`src/rtl/tinker_pkg.sv`:
```
// ----------------------------------------------------------------------------
// tinker_pkg: run-state encoding and default parameters for the tinker run controller.
// Rev 1.0
// ----------------------------------------------------------------------------
`default_nettype none

package tinker_pkg;

  typedef enum logic [1:0] {
    ST_IDLE       = 2'd0,
    ST_RESET_HOLD = 2'd1,
    ST_RUN        = 2'd2,
    ST_DONE       = 2'd3
  } run_state_e;

  localparam int DEF_NUM_CORES      = 1;
  localparam int DEF_RESET_CYCLES   = 2;
  localparam int DEF_TIMEOUT_CYCLES = 100;
  localparam int DEF_CNT_W          = 32;

endpackage

`default_nettype wire

```
`src/rtl/tinker_halt_capture.sv`:
```
// ----------------------------------------------------------------------------
// tinker_halt_capture: latches the first hlt of one core and the cycle it came.
// Rev 1.0
// ----------------------------------------------------------------------------
`default_nettype none

module tinker_halt_capture #(
  parameter int CNT_W = 32
) (
  input  logic             clk,
  input  logic             reset,
  input  logic             clear,
  input  logic             capture_en,
  input  logic             hlt,
  input  logic [CNT_W-1:0] cycle_count,
  output logic             halted,
  output logic [CNT_W-1:0] halt_cycle
);

  always_ff @(posedge clk or posedge reset) begin
    if (reset) begin
      halted     <= 1'b0;
      halt_cycle <= '0;
    end else if (clear) begin
      halted     <= 1'b0;
      halt_cycle <= '0;
    end else if (capture_en && hlt && !halted) begin
      halted     <= 1'b1;
      halt_cycle <= cycle_count;
    end
  end

endmodule

`default_nettype wire

```
`src/rtl/tinker_run_ctrl.sv`:
```
// ----------------------------------------------------------------------------
// tinker_run_ctrl: holds cores in reset, runs them until all halt or timeout.
// Rev 1.0
// ----------------------------------------------------------------------------
`default_nettype none

module tinker_run_ctrl
  import tinker_pkg::*;
#(
  parameter int NUM_CORES      = DEF_NUM_CORES,
  parameter int RESET_CYCLES   = DEF_RESET_CYCLES,
  parameter int TIMEOUT_CYCLES = DEF_TIMEOUT_CYCLES,
  parameter int CNT_W          = DEF_CNT_W
) (
  input  logic                       clk,
  input  logic                       reset,
  input  logic                       start,
  input  logic                       abort,
  input  logic [NUM_CORES-1:0]       core_hlt,
  output logic [NUM_CORES-1:0]       core_reset,
  output logic                       busy,
  output logic                       done,
  output logic                       timed_out,
  output logic [NUM_CORES-1:0]       halted_mask,
  output logic [CNT_W-1:0]           cycle_count,
  output logic [NUM_CORES*CNT_W-1:0] halt_cycle
);

  localparam int HOLD_W = $clog2(RESET_CYCLES + 1);

  generate
    if (NUM_CORES < 1 || NUM_CORES > 8) begin : g_bad_num_cores
      $error("NUM_CORES must be in 1..8");
    end
    if (RESET_CYCLES < 1) begin : g_bad_reset_cycles
      $error("RESET_CYCLES must be at least 1");
    end
    if (TIMEOUT_CYCLES < 2) begin : g_bad_timeout_min
      $error("TIMEOUT_CYCLES must be at least 2");
    end
    if (CNT_W < 63 && (longint'(TIMEOUT_CYCLES) >= (longint'(1) << CNT_W))) begin : g_bad_timeout_width
      $error("TIMEOUT_CYCLES must be below 2**CNT_W");
    end
  endgenerate

  run_state_e        state;
  run_state_e        state_nxt;
  logic [HOLD_W-1:0] hold_cnt;
  logic              enter_hold;
  logic              run_end;
  logic              timeout_end;
  logic              capture_en;
  logic              all_halted;
  logic              at_timeout;

  // Includes this cycle's captures so the final halt beats a same-cycle timeout.
  assign all_halted = &(halted_mask | core_hlt);
  assign at_timeout = (cycle_count == CNT_W'(TIMEOUT_CYCLES - 1));
  assign capture_en = (state == ST_RUN) && !abort;

  always_comb begin
    state_nxt   = state;
    busy        = 1'b0;
    core_reset  = '1;
    enter_hold  = 1'b0;
    run_end     = 1'b0;
    timeout_end = 1'b0;
    case (state)
      ST_IDLE: begin
        if (start && !abort) begin
          state_nxt  = ST_RESET_HOLD;
          enter_hold = 1'b1;
        end
      end
      ST_RESET_HOLD: begin
        busy = 1'b1;
        if (abort) begin
          state_nxt = ST_IDLE;
        end else if (hold_cnt == '0) begin
          state_nxt = ST_RUN;
        end
      end
      ST_RUN: begin
        busy       = 1'b1;
        core_reset = halted_mask;
        if (abort) begin
          state_nxt = ST_IDLE;
        end else if (all_halted) begin
          state_nxt = ST_DONE;
          run_end   = 1'b1;
        end else if (at_timeout) begin
          state_nxt   = ST_DONE;
          run_end     = 1'b1;
          timeout_end = 1'b1;
        end
      end
      ST_DONE: begin
        if (abort) begin
          state_nxt = ST_IDLE;
        end else if (start) begin
          state_nxt  = ST_RESET_HOLD;
          enter_hold = 1'b1;
        end
      end
      default: state_nxt = ST_IDLE;
    endcase
  end

  always_ff @(posedge clk or posedge reset) begin
    if (reset) begin
      state       <= ST_IDLE;
      hold_cnt    <= '0;
      cycle_count <= '0;
      timed_out   <= 1'b0;
      done        <= 1'b0;
    end else begin
      state <= state_nxt;
      done  <= run_end;
      if (enter_hold) begin
        hold_cnt <= HOLD_W'(RESET_CYCLES - 1);
      end else if (state == ST_RESET_HOLD && hold_cnt != '0) begin
        hold_cnt <= hold_cnt - 1'b1;
      end
      // Count only while staying in RUN so the final value is the last RUN cycle.
      if (enter_hold) begin
        cycle_count <= '0;
      end else if (state == ST_RUN && state_nxt == ST_RUN) begin
        cycle_count <= cycle_count + 1'b1;
      end
      if (enter_hold) begin
        timed_out <= 1'b0;
      end else if (timeout_end) begin
        timed_out <= 1'b1;
      end
    end
  end

  generate
    for (genvar i = 0; i < NUM_CORES; i++) begin : g_core
      tinker_halt_capture #(
        .CNT_W (CNT_W)
      ) u_capture (
        .clk         (clk),
        .reset       (reset),
        .clear       (enter_hold),
        .capture_en  (capture_en),
        .hlt         (core_hlt[i]),
        .cycle_count (cycle_count),
        .halted      (halted_mask[i]),
        .halt_cycle  (halt_cycle[i*CNT_W +: CNT_W])
      );
    end
  endgenerate

endmodule

`default_nettype wire

```
`config.mk`:
```
export PLATFORM = sky130hd
export DESIGN_NAME = tinker_run_ctrl
export DESIGN_NICKNAME = d
export VERILOG_FILES = /design/src/rtl/tinker_pkg.sv /design/src/rtl/tinker_halt_capture.sv /design/src/rtl/tinker_run_ctrl.sv
export SDC_FILE = /design/constraint.sdc
export NUM_CORES = 1
export LEC_CHECK = 0
export CAP_MARGIN = 20
export CORE_MARGIN = 3
export CORE_UTILIZATION = 51
export DETAILED_ROUTE_END_ITERATION = 16
export PLACE_DENSITY = 0.81
export RECOVER_POWER = 50
export SETUP_SLACK_MARGIN = 0.5
export SYNTH_ARGS = -nofsm -noshare
export SYNTH_HDL_FRONTEND = slang
export SYNTH_SLANG_ARGS = --single-unit
```
`constraint.sdc`:
```
create_clock -name clk -period 3.5 [get_ports clk]
set_clock_uncertainty 0.1 [all_clocks]
set_input_delay 0.35 -clock clk [delete_from_list [all_inputs] [get_ports clk]]
set_output_delay 0.35 -clock clk [all_outputs]
set_load 0.01 [all_outputs]
```
# After elaboration in Yosys (flattened, before gate mapping)
# Cells that the tools add are included.
[totals] ram_bits=0 output_inout_bits=69 input_bits=5 n_memories=0 mem_bits_ro=0 regBits=71 wordCells=63 latchBits=0
[classes] magnitude_cmp=0 n_addsub=2 eq_ne=5 mul=0 n_div=0 bitwise=1 n_reduce_logical=16 shift=0 muxes=32
[op_table] op="32-bit two-way mux" count=4
[op_table] op="32-bit by 1-bit adder with 32-bit output (second input constant)" count=1
[op_table] op="32-bit by 7-bit == test with 1-bit output (second input constant)" count=1
[op_table] op="2-bit two-way mux" count=10
[op_table] op="1-bit two-way mux" count=16
[op_table] op="2-bit nonzero test" count=5
[op_table] op="2-bit case mux with 4 select lines" count=1
[op_table] op="2-bit == test (second input constant)" count=3
[op_table] op="1-bit logical AND" count=6
[op_table] op="2-bit logical NOT" count=2
[op_table] op="2-bit by 1-bit == test with 1-bit output (second input constant)" count=1
[op_table] op="1-bit logical NOT" count=2
[op_table] op="1-bit case mux with 2 select lines" count=1
[op_table] op="2-bit OR reduction" count=1
[op_table] op="2-bit by 1-bit subtractor with 2-bit output (second input constant)" count=1
[op_table] op="1-bit bitwise OR" count=1

# Longest topological paths before layout
# Gate-level depths: netlist of run 1.
[depth] depth_word=9 ltp_mapped=11

# Modules after synthesis
# From an unflattened synthesis of run 1, not the netlist that was laid out.
[hier_totals] hier_cells=403 area_unflattened_um2=3993.8
[modules_own_cells] module="tinker_run_ctrl" area_per_inst_um2=2327.2 cells_each=259 n_inst=1
[modules_own_cells] module="tinker_halt_capture" area_per_inst_um2=1666.6 cells_each=144 n_inst=1

# Least setup slack after synthesis of run 1
# Ideal clock, no wire load.
[synth_path] kind="flip-flop to flip-flop" start="register state[0]" end="register cycle_count[24]" setup_slack_ps=996 stages_incl_launch_ff=11 setup_time_ps=119 arrival_time_ps=2286 path_cell_list="dfrtp_1 -> inv_1 -> ha_1 -> nor2_1 -> a211o_1 -> nor2b_1 -> a211o_1 -> buf_2 -> clkbuf_1 -> o31a_1 -> o21a_1"
[synth_between] elab_chain_len=7
[synth_lines] item="from (decl)" line="tinker_run_ctrl.sv:46" rtl="run_state_e state;"
[synth_lines] item="from (signal assigned)" line="tinker_run_ctrl.sv:117" rtl="state <= state_nxt;"
[synth_lines] item="2-bit two-way mux" line="tinker_run_ctrl.sv:91" rtl="end else if (at_timeout) begin"
[synth_lines] item="2-bit two-way mux" line="tinker_run_ctrl.sv:88" rtl="end else if (all_halted) begin"
[synth_lines] item="2-bit two-way mux" line="tinker_run_ctrl.sv:86" rtl="if (abort) begin"
[synth_lines] item="2-bit case mux with 4 select lines" line="tinker_run_ctrl.sv:68" rtl="case (state)"
[synth_lines] item="2-bit == test" line="tinker_run_ctrl.sv:127" rtl="end else if (state == ST_RUN && state_nxt == ST_RUN) begin"
[synth_lines] item="1-bit logical AND" line="tinker_run_ctrl.sv:127"
[synth_lines] item="2-bit nonzero test (no line)"
[synth_lines] item="to (signal assigned)" line="tinker_run_ctrl.sv:128" rtl="cycle_count <= cycle_count + 1'b1;"
[synth_lines] item="to (decl)" line="tinker_run_ctrl.sv:25" rtl="output logic [CNT_W-1:0] cycle_count,"
# Parallel ways exist; a longest one is shown, timed or not.
# A chain may end at the register's enable or synchronous reset.

# Final worst setup path of run 1
[layout_path] start="register state[0]" end="register cycle_count[3]"
# The elaborated chain is that of the path after synthesis.

==> results of run 1 <==
==> flip-flops by register name (all words and copies together), names as in the netlist <==
signal	flops
g_core.u_capture.halted	1
timed_out	1
state	2
cycle_count	32
done	1
hold_cnt	2
g_core.u_capture.halt_cycle	32
==> synth_stat cells (all sizes together) (5+ instances only) <==
cell,number,area [um2]
a21oi,58,290
and2,5,31.3
and3,5,31.3
buf,9,42.5
clkbuf,16,60.1
dfrtp,71,1780
ha,7,87.6
inv,10,37.5
nand2,85,319
nand3,16,80.1
nand4,10,77.6
nor2,11,41.3
nor3,5,25.0
nor4,11,68.8
o211ai,8,60.1
o21ai,19,95.1
or3,17,106
or4,10,78.8
==> per-layer routing <==
metal | up-vias | track usage (%)
met5 | - | 0
met4 | 0 | 7.40
met3 | 14 | 4.44
met2 | 99 | 39.5
met1 | 1628 | 32.3
li1 | 1631 | -
==> timing repair <==
item	in CTS	in global routing
setup endpoints to repair	0	23
buffers inserted	0	1
gates resized for setup	0	2
==> through the flow <==
step / worst slack [ns] / total power, uW
floorplan: 0.996 / 1430
global placement: 0.569 / 1680
detailed placement: 0.518 / 1710
CTS: 0.568 / 2440
global route: 0.521 / 2630
finish: 0.685 / 2490
==> worst min-delay path, delay by kind of cell (launching register included) <==
kind            cells  cell delay (ns)
flops               1             0.34
simple gates        1             0.08
compound gates      1             0.04
==> layout by cell type (no fill, tap or decap), types with 2 or more instances in the layout <==
| cell | netlist | layout |
|---|---|---|
| and2_1 | 4 | 4 |
| dfrtp_1 | 71 | 71 |
| bufinv_16 | 0 | 2 |
| inv_1 | 10 | 10 |
| buf_4 | 1 | 9 |
| o31ai_1 | 2 | 2 |
| or3_1 | 17 | 17 |
| nand2_1 | 85 | 85 |
| clkbuf_8 | 0 | 10 |
| a21oi_1 | 58 | 58 |
| ha_1 | 7 | 7 |
| nand2b_1 | 4 | 4 |
| nor4_1 | 11 | 11 |
| nand4_1 | 9 | 9 |
| nor2b_1 | 3 | 3 |
| o21a_1 | 4 | 4 |
| and4_1 | 3 | 3 |
| nor3_1 | 5 | 4 |
| o21ai_0 | 19 | 19 |
| and3_1 | 5 | 5 |
| xnor2_1 | 2 | 2 |
| nor3b_1 | 2 | 2 |
| o211ai_1 | 8 | 8 |
| clkdlybuf4s50_1 | 0 | 38 |
| nand4b_1 | 3 | 3 |
| dlygate4sd3_1 | 0 | 35 |
| o31a_1 | 4 | 4 |
| nor2_1 | 11 | 11 |
| a211oi_1 | 2 | 2 |
| or4_1 | 9 | 9 |
| nand3_1 | 16 | 16 |
| clkbuf_1 | 16 | 2 |
==> worst max path at each step <==
stage               slack, ns         endpoint  depth (start not counted)     start
global route             0.52   cycle_count[7]                          9  state[1]
floorplan                 1.0  cycle_count[24]                         10  state[0]
global placement         0.57   cycle_count[7]                          8     start
detailed placement       0.52  cycle_count[13]                          8     start
finish                   0.68   cycle_count[3]                          9  state[0]
CTS                      0.57  cycle_count[13]                          9  state[0]
==> cell type report <==
cell class	instances	share of cell area [%]
sequential	71	37.8
timing repair buffer	85	17.5
clock buffer	10	2.93
tap	96	2.56
inverter	10	0.799
clock inverter	5	1.73
multi-input combinational	307	36.7
==> cells by family (layout without fill, tap and decap cells) <==
logic type               after synthesis  count (layout)  share of synthesized area [%]
AND/OR/NAND/NOR                      194             194                           27.8
adder cells (fa/ha/maj)                7               7                           2.42
XOR/XNOR                               2               2                          0.484
flip-flops                            71              71                           49.1
buffers and inverters                 35             110                           3.87
AO/OA/AOI/OAI                        103             104                           16.3
==> report_power, final <==
part | switching, uW | internal [uW] | leakage (uW) | total, uW
clock network | 324 | 418 | 0.000109 | 742
registers | 74.6 | 884 | 0.000980 | 959
logic | 487 | 299 | 0.000934 | 786
total | 885 | 1600 | 0.00202 | 2490
==> metrics.yaml, run 1 <==
fin_util_pct: 68.8
ir_drop_v: 0.000447
grt_max_degree: 33
wl_mm: 9.58
rrSetupSlack_ns: 0.68
drv_cap: 0
place_area_um2: 4450
slew_viol_final: 0
synth_seq_cells: 71
numCtsBuffers: 9
synth_edf_count: 0
status: "complete, no violations"
seq_area_um2: 1780
critical_path_buf_inv_count: 2
clockRootBuffer: "clkbuf_8"
clk_latency_ns: 0.35
grt-ovfl-total: 0
holdWs_ns: 0.412
cts_tree: "done"
nets: 496
hold_depth: 2
antenna_found_initial: 0
io_buffers: 73
drtAntennaViolNets: 0
tightest_slew_ns: 1.47
dp_hpwl_mm: 6.46
slew_headroom_pct: 2.04
cts.sinks: 71
vias: 3372
fin_setup_tns_ns: 0
max_freq_mhz: 355
fin_crit_ns: 2.82
die-area_um2: 8140
wire_per_inst_um: 16.4
route.met3.wl_um: 482
drt_iter0_markers: 262
hold_class: "register to register"
final-hold-violation-count: 0
multiInputGateArea_um2: 1730
clk_pin_slew_ns: 0.08
cpMaxStageDelayCell: "dfrtp_1"
dr.max_layer_used: "met4"
worstHoldStart: "timed_out"
r2r-start: "state[0]"
r2r_cells: 9
end_kind: "register"
final_cells: 584
yosys_most_used_dff: "dfrtp_1"
rsz0062_at_grt: "no"
globalRouteTotalUtil_pct: 23.9
cpPeakStageDelay_ns: 0.42
synth-warning-count: 0
period_share_pct: 80.4
place_congestion: 0.874
setup_viol: 0
path_cells: "inv_1, ha_1, nor2_1, a211o_1, nor2b_1, a211o_4, buf_4, or3_1, a21oi_1"
pin_count: 74
met2WireLength_mm: 4.69
initial_utilization_pct: 53.0
synth_cell_types: 42
synth_nets: 424
grt_pass1_vias: 3254
postCtsHoldBufs: 0
rr_endpoint: "cycle_count[3]"
core_um2: 6830
placedCellCount: 566
path_delay_family: "compound AO/OA/AOI/OAI gates"
crit_type: "register to register"
synth_cells: 412
start_kind: "register"
cts_max_path_buffers: 2
antenna_cells: 0
drc: 0
htreeDepth: 3
drive_above_1_share_pct: 6.56
cp.required_ns: 3.66
wl_met1_mm: 4.28
viasPerCell: 5.77
drt_first_pass_iters: 5
num_rows: 30
pwr_density_cell_nw_per_um2: 529
grt_pass1_wl_mm: 15.9
dieWidth_um: 90.2
ys_seq_area_share_pct: 49.1
cp_max_fo: 28
syn_area_um2: 3620
areaGrowthSynthToFinish_pct: 29.9
leakagePower_uw: 0.00202
synth_area_per_cell_um2: 8.78
hold_path_end: "timed_out"
fillers: 581
final_area_um2: 4700
synthArstFlopShare_pct: 100
cp.arrival_ns: 2.98
die_h_um: 90.2
(Power assumes the default switching activity.)
==> inputs of run 2 (changes only) <==
Clock period 3.5 ns to 2.7 ns, I/O delays scaled along.
==> metrics.yaml, run 2 (synthesis gave the netlist of run 1 again) <==
status: "complete, but fails checks"  # was complete, no violations
violations: "max-capacitance violations, max-slew violations"
hold_class: "register to register"  # unchanged
cts_max_path_buffers: 2  # unchanged
period_share_pct: 86.4  # was 80.4%
holdWs_ns: 0.411  # was 0.412 ns
rr_endpoint: "cycle_count[6]"  # was cycle_count[3]
viasPerCell: 6.05  # was 5.77
fin_util_pct: 76.3  # was 68.8%
crit_type: "register to register"  # unchanged
areaGrowthSynthToFinish_pct: 44.0  # was 29.9%
tightest_slew_ns: 1.78  # was 1.47 ns
wire_per_inst_um: 17.6  # was 16.4 um
clk_latency_ns: 0.34  # was 0.35 ns
nets: 529  # was 496
top_regs: "cycle_count (32), g_core.u_capture.halt_cycle (32)"  # unchanged
end_kind: "register"  # unchanged
leakagePower_uw: 0.00222  # was 0.00202 uW
initial_utilization_pct: 53.0  # unchanged
dp_hpwl_mm: 6.90  # was 6.46 mm
pwr_density_cell_nw_per_um2: 671  # was 529 nW/um2
drt_first_pass_iters: 5  # unchanged
place_area_um2: 4630  # was 4450 um2
core_um2: 6830  # unchanged
cp.required_ns: 2.87  # was 3.66 ns
cpMaxStageDelayCell: "dfrtp_2"  # was dfrtp_1
r2r_cells: 9  # unchanged
cp-startpoint: "state[1]"  # was state[0]
seq_area_um2: 1790  # was 1780 um2
final_cell_mix: "nand2_1 (85), dfrtp_1 (57), a21oi_1 (46)"  # was nand2_1 (85), dfrtp_1 (71), a21oi_1 (58)
cts.sinks: 71  # unchanged
grt-ovfl-total: 0  # unchanged
drive_above_1_share_pct: 22.2  # was 6.56%
r2r-start: "state[1]"  # was state[0]
cp.arrival_ns: 2.51  # was 2.98 ns
final_common_cell: "nand2_1"  # unchanged
htreeDepth: 3  # unchanged
io_buffers: 73  # unchanged
drtAntennaViolNets: 0  # unchanged
grt_pass1_wl_mm: 17.5  # was 15.9 mm
rsz0062_at_grt: "yes"  # was no
slew_viol_final: 72  # was 0
antenna_cells: 0  # unchanged
path_cells: "buf_6, ha_4, nor2_1, a211o_1, nor2b_4, a211o_4, buf_12, or4_1, nand2_1"  # was inv_1, ha_1, nor2_1, a211o_1, nor2b_1, a211o_4, buf_4, or3_1, a21oi_1
grt_pass1_vias: 3578  # was 3254
cts_tree: "done"  # unchanged
cp_max_fo: 23  # was 28
globalRouteTotalUtil_pct: 26.4  # was 23.9%
drt_iter0_markers: 392  # was 262
clockRootBuffer: "clkbuf_8"  # unchanged
drc: 0  # unchanged
fin_crit_ns: 2.33  # was 2.82 ns
fin_setup_tns_ns: 0  # unchanged
cpPeakStageDelay_ns: 0.44  # was 0.42 ns
total_power_uw: 3500  # was 2490 uW
ir_drop_v: 0.000415  # was 0.000447 V
place_congestion: 0.890  # was 0.874
antenna_found_initial: 0  # unchanged
start_kind: "register"  # unchanged
rrSetupSlack_ns: 0.37  # was 0.68 ns
fillers: 484  # was 581
die-area_um2: 8140  # unchanged
clk_pin_slew_ns: 0.07  # was 0.08 ns
final-hold-violation-count: 0  # unchanged
wl_mm: 10.9  # was 9.58 mm
dieWidth_um: 90.2  # unchanged
numCtsBuffers: 9  # unchanged
grt_max_degree: 72  # was 33
vias: 3739  # was 3372
drv_cap: 1  # was 0
setup_viol: 0  # unchanged
die_h_um: 90.2  # unchanged
slew_headroom_pct: -18.4  # was 2.04%
num_rows: 30  # unchanged
max_freq_mhz: 429  # was 355 MHz
final_area_um2: 5210  # was 4700 um2
endpoint: "cycle_count[6]"  # was cycle_count[3]
pin_count: 74  # unchanged
multiInputGateArea_um2: 1930  # was 1730 um2
run 2: cell types whose count changed in the layout (fill, tap and decap cells not counted), moves of 6 or more:
cell / change
a21oi_1: -12
a21oi_2: +12
buf_4: +30
dfrtp_1: -14
dfrtp_2: +14
o21ai_0: -10
o21ai_1: +6
run 2: worst min path at each step:
stage,to,slack [ns],start,depth (start not counted)
6_report,timed_out,0.41,timed_out,2
5_1_grt,timed_out,0.44,timed_out,2
4_1_cts,g_core[0].u_capture.halt_cycle[17],0.29,reset,3
3_5_place_dp,timed_out,0.40,timed_out,2
3_3_place_gp,timed_out,0.41,timed_out,2
2_1_floorplan,cycle_count[13],0.35,reset,1
run 2: area by class of cell:
class,count,area share [%]
clock buffer,11,2.71
tap,96,2.30
clock inverter,5,1.08
inverter,10,0.888
timing repair buffer,119,21.6
multi-input combinational,306,37.0
sequential,71,34.4
run 2: worst max-delay path: cells and delay by family (launching register included):
kind / cells / cell delay, ns
AO/OA/AOI/OAI: 2 / 0.58
adder cells (fa/ha/maj): 1 / 0.15
buffers and inverters: 2 / 0.30
flip-flops: 1 / 0.44
AND/OR/NAND/NOR: 4 / 0.69
run 2: metrics by stage:
| stage | setup slack (ns) | cells |
|---|---|---|
| after floorplan | 0.392 | 412 |
| after global placement | 0.214 | 580 |
| after detailed placement | 0.137 | 580 |
| after CTS | 0.403 | 612 |
| after global routing | 0.188 | 618 |
| final | 0.367 | 618 |
run 2: what timing repair did:
action / in CTS / in global routing
endpoints found under the setup margin: 31 / 33
pin swaps: 3 / 10
cloned: 1 / 0
resized for setup: 23 / 36
hold buffers: 0 / 0
setup buffers: 15 / 6
run 2: layer usage:
metal | wire [um] | track usage [%] | up-vias
met5 | 0 | 0 | -
met4 | 325 | 12.1 | 0
met3 | 776 | 4.94 | 44
met2 | 5470 | 42.6 | 201
met1 | 4320 | 34.6 | 1809
li1 | - | - | 1685
run 2: where the power goes:
| part | internal (uW) | switching [uW] | total [uW] |
|---|---|---|---|
| clock network | 453 | 400 | 852 |
| registers | 1150 | 94.5 | 1250 |
| logic | 624 | 772 | 1400 |
